### config.mk
export PLATFORM = sky130hd
export DESIGN_NAME = mdu_iter
export DESIGN_NICKNAME = d
export VERILOG_FILES = /design/src/rtl/mdu_iter.sv
export SDC_FILE = /design/constraint.sdc
export NUM_CORES = 2
export LEC_CHECK = 0
export ABC_AREA = 0
export ABC_CLOCK_PERIOD_IN_PS = 20800
export BUFFER_PORTS_ARGS = -buffer_cell sky130_fd_sc_hd__buf_2
export CAP_MARGIN = 20
export CORE_MARGIN = 2
export CORE_UTILIZATION = 64
export DETAILED_ROUTE_END_ITERATION = 8
export MAX_ROUTING_LAYER = met4
export PLACE_DENSITY_LB_ADDON = 0.2
export SLEW_MARGIN = 20
export SYNTH_ARGS = -nofsm -noshare
export SYNTH_HDL_FRONTEND = slang
export SYNTH_SLANG_ARGS = --single-unit
### constraint.sdc
create_clock -name clk -period 20.8 [get_ports clk]
set_input_delay 0 -clock clk [delete_from_list [all_inputs] [get_ports clk]]
set_output_delay 0 -clock clk [all_outputs]
set_load 0.05 [all_outputs]
### src/rtl/mdu_iter.sv
// mdu_iter - iterative multiply/divide unit for the RV64 execution stage.
//
// Handles every M-extension operation, including the 32-bit word forms,
// one operation at a time over a valid/ready handshake. Multiplies use a
// radix-2 shift-add over operand magnitudes; divides use restoring division
// producing one quotient bit per cycle. Divide-by-zero and signed overflow
// are resolved at accept time and bypass the iteration entirely.
//
// Ports:
//   clk        rising-edge clock
//   rst        asynchronous active-high reset
//   flush      synchronous abort of the operation in progress
//   in_valid   request valid
//   in_ready   unit idle and able to accept (decoded from state only)
//   in_op      0 MUL, 1 MULH, 2 MULHSU, 3 MULHU, 4 DIV, 5 DIVU, 6 REM, 7 REMU
//   in_word    word form select (ignored for MULH/MULHSU/MULHU)
//   in_src1    rs1: multiplicand / dividend
//   in_src2    rs2: multiplier / divisor
//   out_valid  registered result valid
//   out_ready  consumer accepts the result
//   out_result registered result, written only when entering DONE
module mdu_iter #(
  parameter int XLEN = 64
) (
  input  logic            clk,
  input  logic            rst,
  input  logic            flush,
  input  logic            in_valid,
  output logic            in_ready,
  input  logic [2:0]      in_op,
  input  logic            in_word,
  input  logic [XLEN-1:0] in_src1,
  input  logic [XLEN-1:0] in_src2,
  output logic            out_valid,
  input  logic            out_ready,
  output logic [XLEN-1:0] out_result
);

  localparam int HALF = XLEN / 2;
  localparam int CW   = $clog2(XLEN);
  localparam logic [CW-1:0] LAST_FULL = CW'(XLEN - 1);
  localparam logic [CW-1:0] LAST_WORD = CW'(HALF - 1);

  typedef enum logic [1:0] {IDLE, CALC, DONE} state_t;

  state_t              r_state;
  state_t              w_nextState;

  logic [2:0]          r_op;
  logic                r_word;
  logic                r_negQ;
  logic                r_negR;
  logic [CW-1:0]       r_cnt;
  logic                r_fin;
  logic [2*XLEN-1:0]   r_mcand;
  logic [XLEN-1:0]     r_mplr;
  logic [2*XLEN-1:0]   r_prod;
  logic [XLEN-1:0]     r_rem;
  logic [XLEN-1:0]     r_quo;
  logic [XLEN-1:0]     r_dvsr;

  logic                w_accept;
  logic                w_isDiv;
  logic                w_wordEff;
  logic                w_signedA;
  logic                w_signedB;
  logic [XLEN-1:0]     w_opA;
  logic [XLEN-1:0]     w_opB;
  logic                w_negA;
  logic                w_negB;
  logic [XLEN-1:0]     w_magA;
  logic [XLEN-1:0]     w_magB;
  logic [XLEN-1:0]     w_minVal;
  logic                w_divZero;
  logic                w_ovf;
  logic                w_special;
  logic [XLEN-1:0]     w_specRaw;
  logic [XLEN-1:0]     w_specialResult;
  logic [XLEN:0]       w_remShift;
  logic [XLEN:0]       w_diff;
  logic [2*XLEN-1:0]   w_prodS;
  logic [XLEN-1:0]     w_quoS;
  logic [XLEN-1:0]     w_remS;
  logic [XLEN-1:0]     w_rawResult;
  logic [XLEN-1:0]     w_finalResult;
  logic [CW-1:0]       w_lastCnt;

  // Sign-extend a half-width value to the full datapath.
  function automatic logic [XLEN-1:0] wordExt(input logic [HALF-1:0] v);
    return {{HALF{v[HALF-1]}}, v};
  endfunction

  assign in_ready = (r_state == IDLE);
  assign w_accept = in_valid & in_ready & ~flush;
  assign w_isDiv  = in_op[2];

  // The word flag only matters for MUL and the divide group.
  assign w_wordEff = in_word & ((in_op == 3'd0) | in_op[2]);

  // Unsigned treatment: MULHU, DIVU, REMU for both operands; MULHSU for rs2.
  assign w_signedA = ~((in_op == 3'd3) | (in_op == 3'd5) | (in_op == 3'd7));
  assign w_signedB = w_signedA & (in_op != 3'd2);

  // Operand extraction: word forms take the low half, sign- or zero-extended
  // according to the signedness of the operation.
  always_comb begin
    w_opA = in_src1;
    w_opB = in_src2;
    if (w_wordEff) begin
      w_opA = w_signedA ? wordExt(in_src1[HALF-1:0]) : {{HALF{1'b0}}, in_src1[HALF-1:0]};
      w_opB = w_signedA ? wordExt(in_src2[HALF-1:0]) : {{HALF{1'b0}}, in_src2[HALF-1:0]};
    end
  end

  assign w_negA = w_signedA & w_opA[XLEN-1];
  assign w_negB = w_signedB & w_opB[XLEN-1];
  assign w_magA = w_negA ? -w_opA : w_opA;
  assign w_magB = w_negB ? -w_opB : w_opB;

  // Most-negative value of the effective width, already sign-extended so it
  // compares directly against the extracted operand.
  assign w_minVal = w_wordEff ? {{HALF{1'b1}}, 1'b1, {(HALF-1){1'b0}}}
                              : {1'b1, {(XLEN-1){1'b0}}};

  assign w_divZero = w_isDiv & (w_opB == '0);
  assign w_ovf     = w_isDiv & ~in_op[0] & (w_opA == w_minVal) & (w_opB == '1);
  assign w_special = w_divZero | w_ovf;

  // in_op[1] separates the remainder ops (REM/REMU) from the quotient ops.
  always_comb begin
    w_specRaw = '0;
    if (w_divZero) begin
      w_specRaw = in_op[1] ? w_opA : '1;
    end else if (w_ovf) begin
      w_specRaw = in_op[1] ? '0 : w_opA;
    end
    w_specialResult = w_wordEff ? wordExt(w_specRaw[HALF-1:0]) : w_specRaw;
  end

  // Restoring divide step: bring the next dividend bit into the partial
  // remainder and keep the subtraction only when it does not go negative.
  assign w_remShift = {r_rem, r_quo[XLEN-1]};
  assign w_diff     = w_remShift - {1'b0, r_dvsr};
  assign w_lastCnt  = r_word ? LAST_WORD : LAST_FULL;

  // Result formation from the finished magnitudes; this runs in its own cycle
  // after the last iteration so the negation is off the iteration path.
  always_comb begin
    w_prodS = r_negQ ? -r_prod : r_prod;
    w_quoS  = r_negQ ? -r_quo : r_quo;
    w_remS  = r_negR ? -r_rem : r_rem;
    case (r_op)
      3'd0:              w_rawResult = w_prodS[XLEN-1:0];
      3'd1, 3'd2, 3'd3:  w_rawResult = w_prodS[2*XLEN-1:XLEN];
      3'd4, 3'd5:        w_rawResult = w_quoS;
      default:           w_rawResult = w_remS;
    endcase
    w_finalResult = r_word ? wordExt(w_rawResult[HALF-1:0]) : w_rawResult;
  end

  // State register.
  always_ff @(posedge clk or posedge rst) begin
    if (rst) begin
      r_state <= IDLE;
    end else begin
      r_state <= w_nextState;
    end
  end

  // Next-state logic: special cases jump straight to DONE, normal operations
  // iterate in CALC; flush overrides everything, including out_ready.
  always_comb begin
    w_nextState = r_state;
    case (r_state)
      IDLE:    if (w_accept) w_nextState = w_special ? DONE : CALC;
      CALC:    if (r_fin) w_nextState = DONE;
      DONE:    if (out_ready) w_nextState = IDLE;
      default: w_nextState = IDLE;
    endcase
    if (flush) w_nextState = IDLE;
  end

  // Datapath: load magnitudes on accept, then one multiply or divide step per
  // CALC cycle. Word divides pre-shift the dividend into the upper half so
  // that only HALF iterations are needed and the quotient lands in the low half.
  always_ff @(posedge clk or posedge rst) begin
    if (rst) begin
      r_op       <= '0;
      r_word     <= 1'b0;
      r_negQ     <= 1'b0;
      r_negR     <= 1'b0;
      r_cnt      <= '0;
      r_fin      <= 1'b0;
      r_mcand    <= '0;
      r_mplr     <= '0;
      r_prod     <= '0;
      r_rem      <= '0;
      r_quo      <= '0;
      r_dvsr     <= '0;
      out_valid  <= 1'b0;
      out_result <= '0;
    end else begin
      if (w_accept) begin
        r_op    <= in_op;
        r_word  <= w_wordEff;
        r_negQ  <= w_negA ^ w_negB;
        r_negR  <= w_negA;
        r_cnt   <= '0;
        r_fin   <= 1'b0;
        r_mcand <= {{XLEN{1'b0}}, w_magA};
        r_mplr  <= w_magB;
        r_prod  <= '0;
        r_rem   <= '0;
        r_quo   <= w_wordEff ? {w_magA[HALF-1:0], {HALF{1'b0}}} : w_magA;
        r_dvsr  <= w_magB;
      end else if ((r_state == CALC) && !r_fin) begin
        r_cnt <= r_cnt + CW'(1);
        if (r_cnt == w_lastCnt) r_fin <= 1'b1;
        if (r_op[2]) begin
          if (!w_diff[XLEN]) begin
            r_rem <= w_diff[XLEN-1:0];
            r_quo <= {r_quo[XLEN-2:0], 1'b1};
          end else begin
            r_rem <= w_remShift[XLEN-1:0];
            r_quo <= {r_quo[XLEN-2:0], 1'b0};
          end
        end else begin
          if (r_mplr[0]) r_prod <= r_prod + r_mcand;
          r_mcand <= {r_mcand[2*XLEN-2:0], 1'b0};
          r_mplr  <= {1'b0, r_mplr[XLEN-1:1]};
        end
      end

      if ((w_nextState == DONE) && (r_state != DONE)) begin
        out_result <= (r_state == IDLE) ? w_specialResult : w_finalResult;
      end
      out_valid <= (w_nextState == DONE);
    end
  end

endmodule

Yosys cells after proc, flatten, opt, wreduce, memory -nomap -nowiden
Cells that the tools add are included.
- word-level logic and storage cells: 124
- output and inout port bits: 66
- bits in registers: 592
- input port bits: 137
- bitwise logic cells: 18
- reductions and logical operators: 17
- muxes and demuxes: 49
- add/sub/neg operators: 8
- equality and inequality tests: 17
- operators with widths (cell ; count):
    64-bit two-way mux ; 26
    128-bit two-way mux ; 8
    64-bit negator ; 4
    64-bit one-hot mux with 3 select lines ; 1
    128-bit adder ; 1
    128-bit negator ; 1
    65-bit by 64-bit subtractor with 65-bit output ; 1
    64-bit equality test ; 1
    64-bit equality test, second input constant ; 1
    64-bit zero test ; 1
    63-bit two-way mux ; 1
    6-bit two-way mux ; 3
    3-bit equality test, second input constant ; 4
    1-bit bitwise AND ; 10
    2-bit two-way mux ; 5
    3-bit by 2-bit equality test with 1-bit output, second input constant ; 3
    2-bit nonzero test ; 4
    6-bit by 1-bit adder with 6-bit output, second input constant ; 1
    6-bit equality test ; 1
    3-bit zero test ; 2
    2-bit one-hot mux with 3 select lines ; 1
    2-bit AND reduction ; 3
    2-bit equality test, second input constant ; 2
    1-bit two-way mux ; 4
    other kinds (14) ; 20

Logic depth before layout (Yosys ltp)
- depth after elaboration: 15
- depth in mapped cells: 16
- gate-level depth less buffers: 15

Worst setup path before layout
No wires, ideal clock.
- kind: register -> register
- start point: register r_prod[1]
- end point: register out_result[20]
- data arrival time: 3683 ps
- clock period less this slack: 3766 ps
- cell stages (with the launch flop): 14
- data required time: 20717 ps
- setup time: 83 ps
- setup slack: 17034 ps
- path buffers: 0
- cell sequence: dfrtp_1 -> inv_1 -> ha_1 -> or4b_2 -> or4_1 -> nor4_1 -> nor4b_4 -> nand2_1 -> o31ai_1 -> xnor2_1 -> nor2_1 -> a2111oi_0 -> a31oi_1 -> a31oi_1
- longest elaborated chain between the ends: 5
- ends and longest elaborated chain (element ; RTL line ; RTL):
    from (decl) ; 57 ; logic [2*XLEN-1:0] r_prod;
    from (signal assigned) ; 228 ; if (r_mplr[0]) r_prod <= r_prod + r_mcand;
    128-bit negator ; 149 ; w_prodS = r_negQ ? -r_prod : r_prod;
    128-bit two-way mux ; 149 ;
    64-bit one-hot mux with 3 select lines ; 152 ; case (r_op)
    64-bit two-way mux ; 158 ; w_finalResult = r_word ? wordExt(w_rawResult[HALF-1:0]) : w_rawResult;
    64-bit two-way mux ; 235 ; out_result <= (r_state == IDLE) ? w_specialResult : w_finalResult;
    to (signal assigned) ; 235 ;
    to (decl) ; 36 ; output logic [XLEN-1:0] out_result
Every way passes these cells.
A chain may end at the register's enable or synchronous reset.

Worst setup path after layout
- start point: register r_prod[1]
- end point: register out_result[56]
Same word-level chain as after synthesis.

==> impl_metrics.toml <==
[pwr]
p_leak_nw = 22.62
irDropWorstVdd_v = 0.00009695
power_density_nw_per_um2 = 111.7

[floorplanning]
die-area_um2 = 76840
core_region_area_um2 = 74200
row_count = 100
start_util = 0.6438
die_h_um = 277.2
die_width_um = 277.2
num_io_pins = 203

[cts]
cts_tree = "built"
path_clk_slew_ns = 0.06
post_cts_buffers = 0
clock_sinks = 592
cts_inserted_buffers = 71
post_cts_resized = 0
root_buffer = "clkbuf_16"
clockBufferDepth = 3
cts_max_level = 3
clkLatencyLatePin_ns = 0.65
cts_hold_buf = 130

[synthesis]
yosysUniqueCellTypes = 88
syn_inst = 6272
synth-seq-cells = 592
synth.yosys.warnings = 0
syn_nets = 6609
synth_top_family_by_area = "compound AO/OA/AOI/OAI gates"
synth_edf_count = 0
syn_area_per_cell_um2 = 7.616
synthArstFlopShare = 1.000
synth.cell_area_um2 = 47770
synth-xor-area-share = 0.08984
synthMuxAreaShare = 0.01242
seq_area_frac_synth = 0.3101
post_synth_and_or_nand_nor_area_fraction = 0.2144
synth-compound-area-share = 0.2754
synth_fa_ha_area_frac = 0.05270
synth_ff_type = "dfrtp_1"

[final_layout]
drive_gt1_frac = 0.07393
final_cells = 7381
final_common_cell = "nand2_1"
fin_nets = 6667
synthToLayoutAreaGrowth_pct = 10.61
multi_input_area_um2 = 30930
layout_common_cells = "947 x nand2_1, 654 x a21oi_1, 622 x o21ai_0"
fill_cells = 6113
regArea_um2 = 14820

[critical_path]
worstPathCellList = "inv_1 > ha_1 > or4b_2 > or4_1 > nor4_1 > nor4b_4 > nand2_1 > o41ai_1 > xor2_1 > o221ai_1 > a21oi_1 > a311oi_1"
critPathMaxFanout = 9
reg2reg_depth = 12
path_delay_family = "simple AND/OR/NAND/NOR gates"
endpoint = "out_result[56]"
crit_start = "r_prod[1]"
worstSetupEndpointType = "flop"
r2r-end = "out_result[56]"
arrival_ns = 6.08
critical_path_buf_inv_count = 1
cp.depth = 12
reg2reg_slack_ns = 15.23
critical_path_required_ns = 21.32
worstSetupPathType = "flop to flop"
r2r_start = "r_prod[1]"
startpoint_type = "flop"
crit_slowest_cell = "nor4b_4"
slowest_delay_ns = 0.95

[timing]
fin_crit_ns = 5.567
drv_slew = 0
finalSetupTns_ns = 0
skew_ns = 0.02948
fmaxAchievable_ghz = 0.1796
rsz0062_at_grt = "no"
setup_violations = 0
slew-limit-headroom = 0.1464
hold_viol = 0
tightest_slew_ns = 1.271
fin_crit_sh = 0.2677
hold_slack_ns = 0.04317

[detailed_routing]
viasPerCell = 7.250
wire_per_inst_um = 27.80
dr.pass1.iters = 9
drc_errors = 4
antenna_left = 0
via_count = 53510
drt_iter0_drc = 9386
wirelength_mm = 205.2

[global_routing]
grt_pass1_vias = 48210
antenna_found_initial = 26
grtUsageTotal = 0.5342
grt-ovfl-total = 0
grt_max_degree = 199
grt_pass1_wl_mm = 304.7

[place]
dpl.cell_count = 7095
detailed_place_hpwl_mm = 150.9
gp_congestion = 1.109
port_buffers = 202

[run_status]
violations = "DRC"
status = "finished with violations"

[job]
maxCapViolations = 0

[min_path]
hold_class = "primary input to flop"
==> worst register-to-register path, stage by stage (launching register included) <==
cell	delay (ns)
dfrtp_1	0.42
inv_1	0.14
ha_1	0.20
or4b_2	0.68
or4_1	0.49
nor4_1	0.90
nor4b_4	0.95
nand2_1	0.47
o41ai_1	0.51
xor2_1	0.11
o221ai_1	0.19
a21oi_1	0.10
a311oi_1	0.30
==> flip-flops by register name, indices dropped and copies added (netlist names) <==
| signal | flops |
|---|---|
| out_valid | 1 |
| r_cnt | 6 |
| r_negQ | 1 |
| r_prod | 128 |
| r_dvsr | 64 |
| r_mcand | 128 |
| r_op | 3 |
| r_fin | 1 |
| r_mplr | 64 |
| r_negR | 1 |
| r_word | 1 |
| r_rem | 64 |
| r_state | 2 |
| r_quo | 64 |
| out_result | 64 |
==> synth_stat cells, drive strengths merged, types with 50 or more instances <==
cell type  instances  area [um2]
nand4            103       650.6
clkbuf           369        1385
nor2             462        1734
nor4              55       362.9
ha               198        2477
a22o              50       437.9
o41ai             52       463.0
a31oi            119       744.5
nor3             111       565.5
or4               62       469.2
a21o              74       555.5
buf               52       207.7
or3               66       417.9
o21bai            61       457.9
dfrtp            592       14810
inv              149       559.3
mux2i             57       570.6
a21oi            655        3278
nand2            951        3570
o31ai            102       765.7
o22ai             60       375.4
and3              81       506.7
nand3            138       690.7
xor2             262        2295
o21ai            629        3148
xnor2            228        1997
==> metrics by stage <==
step	area [um2]	util	worst slack (ns)	total power, mW
after floorplan	47770	-	4.232	3.515
after global placement	49090	0.6616	15.89	4.351
after detailed placement	49090	0.6616	15.70	4.401
after CTS	52730	0.7107	15.68	5.720
after global routing	52830	0.7120	15.10	6.103
final	52830	0.7121	15.23	5.904
==> how the worst min path moves through the flow <==
stage,from,endpoint,slack [ns],cells after the start
final,in_src1[31],out_result[31],0.04,4
after global routing,in_src1[36],out_result[36],0.02,5
after CTS,in_src1[36],r_mcand[36],0.003,4
after detailed placement,rst,r_mplr[10],0.23,2
after global placement,rst,r_mplr[10],0.22,2
after floorplan,flush,out_valid,0.07,1
==> layout make-up <==
| cell class | count | share of cell area |
|---|---|---|
| repair buffers | 406 | 0.05480 |
| multi-input cells | 5109 | 0.5854 |
| well taps | 969 | 0.02295 |
| clock inverters | 27 | 0.005660 |
| inverters | 150 | 0.01080 |
| diodes | 28 | 0.001326 |
| clock buffers | 100 | 0.03858 |
| flip-flops and latches | 592 | 0.2805 |
==> report_power, final <==
| group | switching [mW] | internal, mW | leakage (nW) |
|---|---|---|---|
| combinational | 1.91 | 0.931 | 13.9 |
| sequential | 0.353 | 1.41 | 7.55 |
| clock | 0.552 | 0.748 | 1.14 |
| total | 2.81 | 3.09 | 22.6 |
==> kinds of logic after synthesis <==
group | after synthesis
AO/OA/AOI/OAI | 2152
XOR/XNOR | 490
adder cells (fa/ha/maj) | 200
buffers and inverters | 571
flip-flops | 592
multiplexers | 59
AND/OR/NAND/NOR | 2208
==> metal layers <==
| layer | track usage | share of wire |
|---|---|---|
| met5 | - | 0 |
| met4 | 0.3219 | 0.078 |
| met3 | 0.2010 | 0.16 |
| met2 | 0.7102 | 0.39 |
| met1 | 0.6841 | 0.37 |
(Power assumes the default switching activity.)
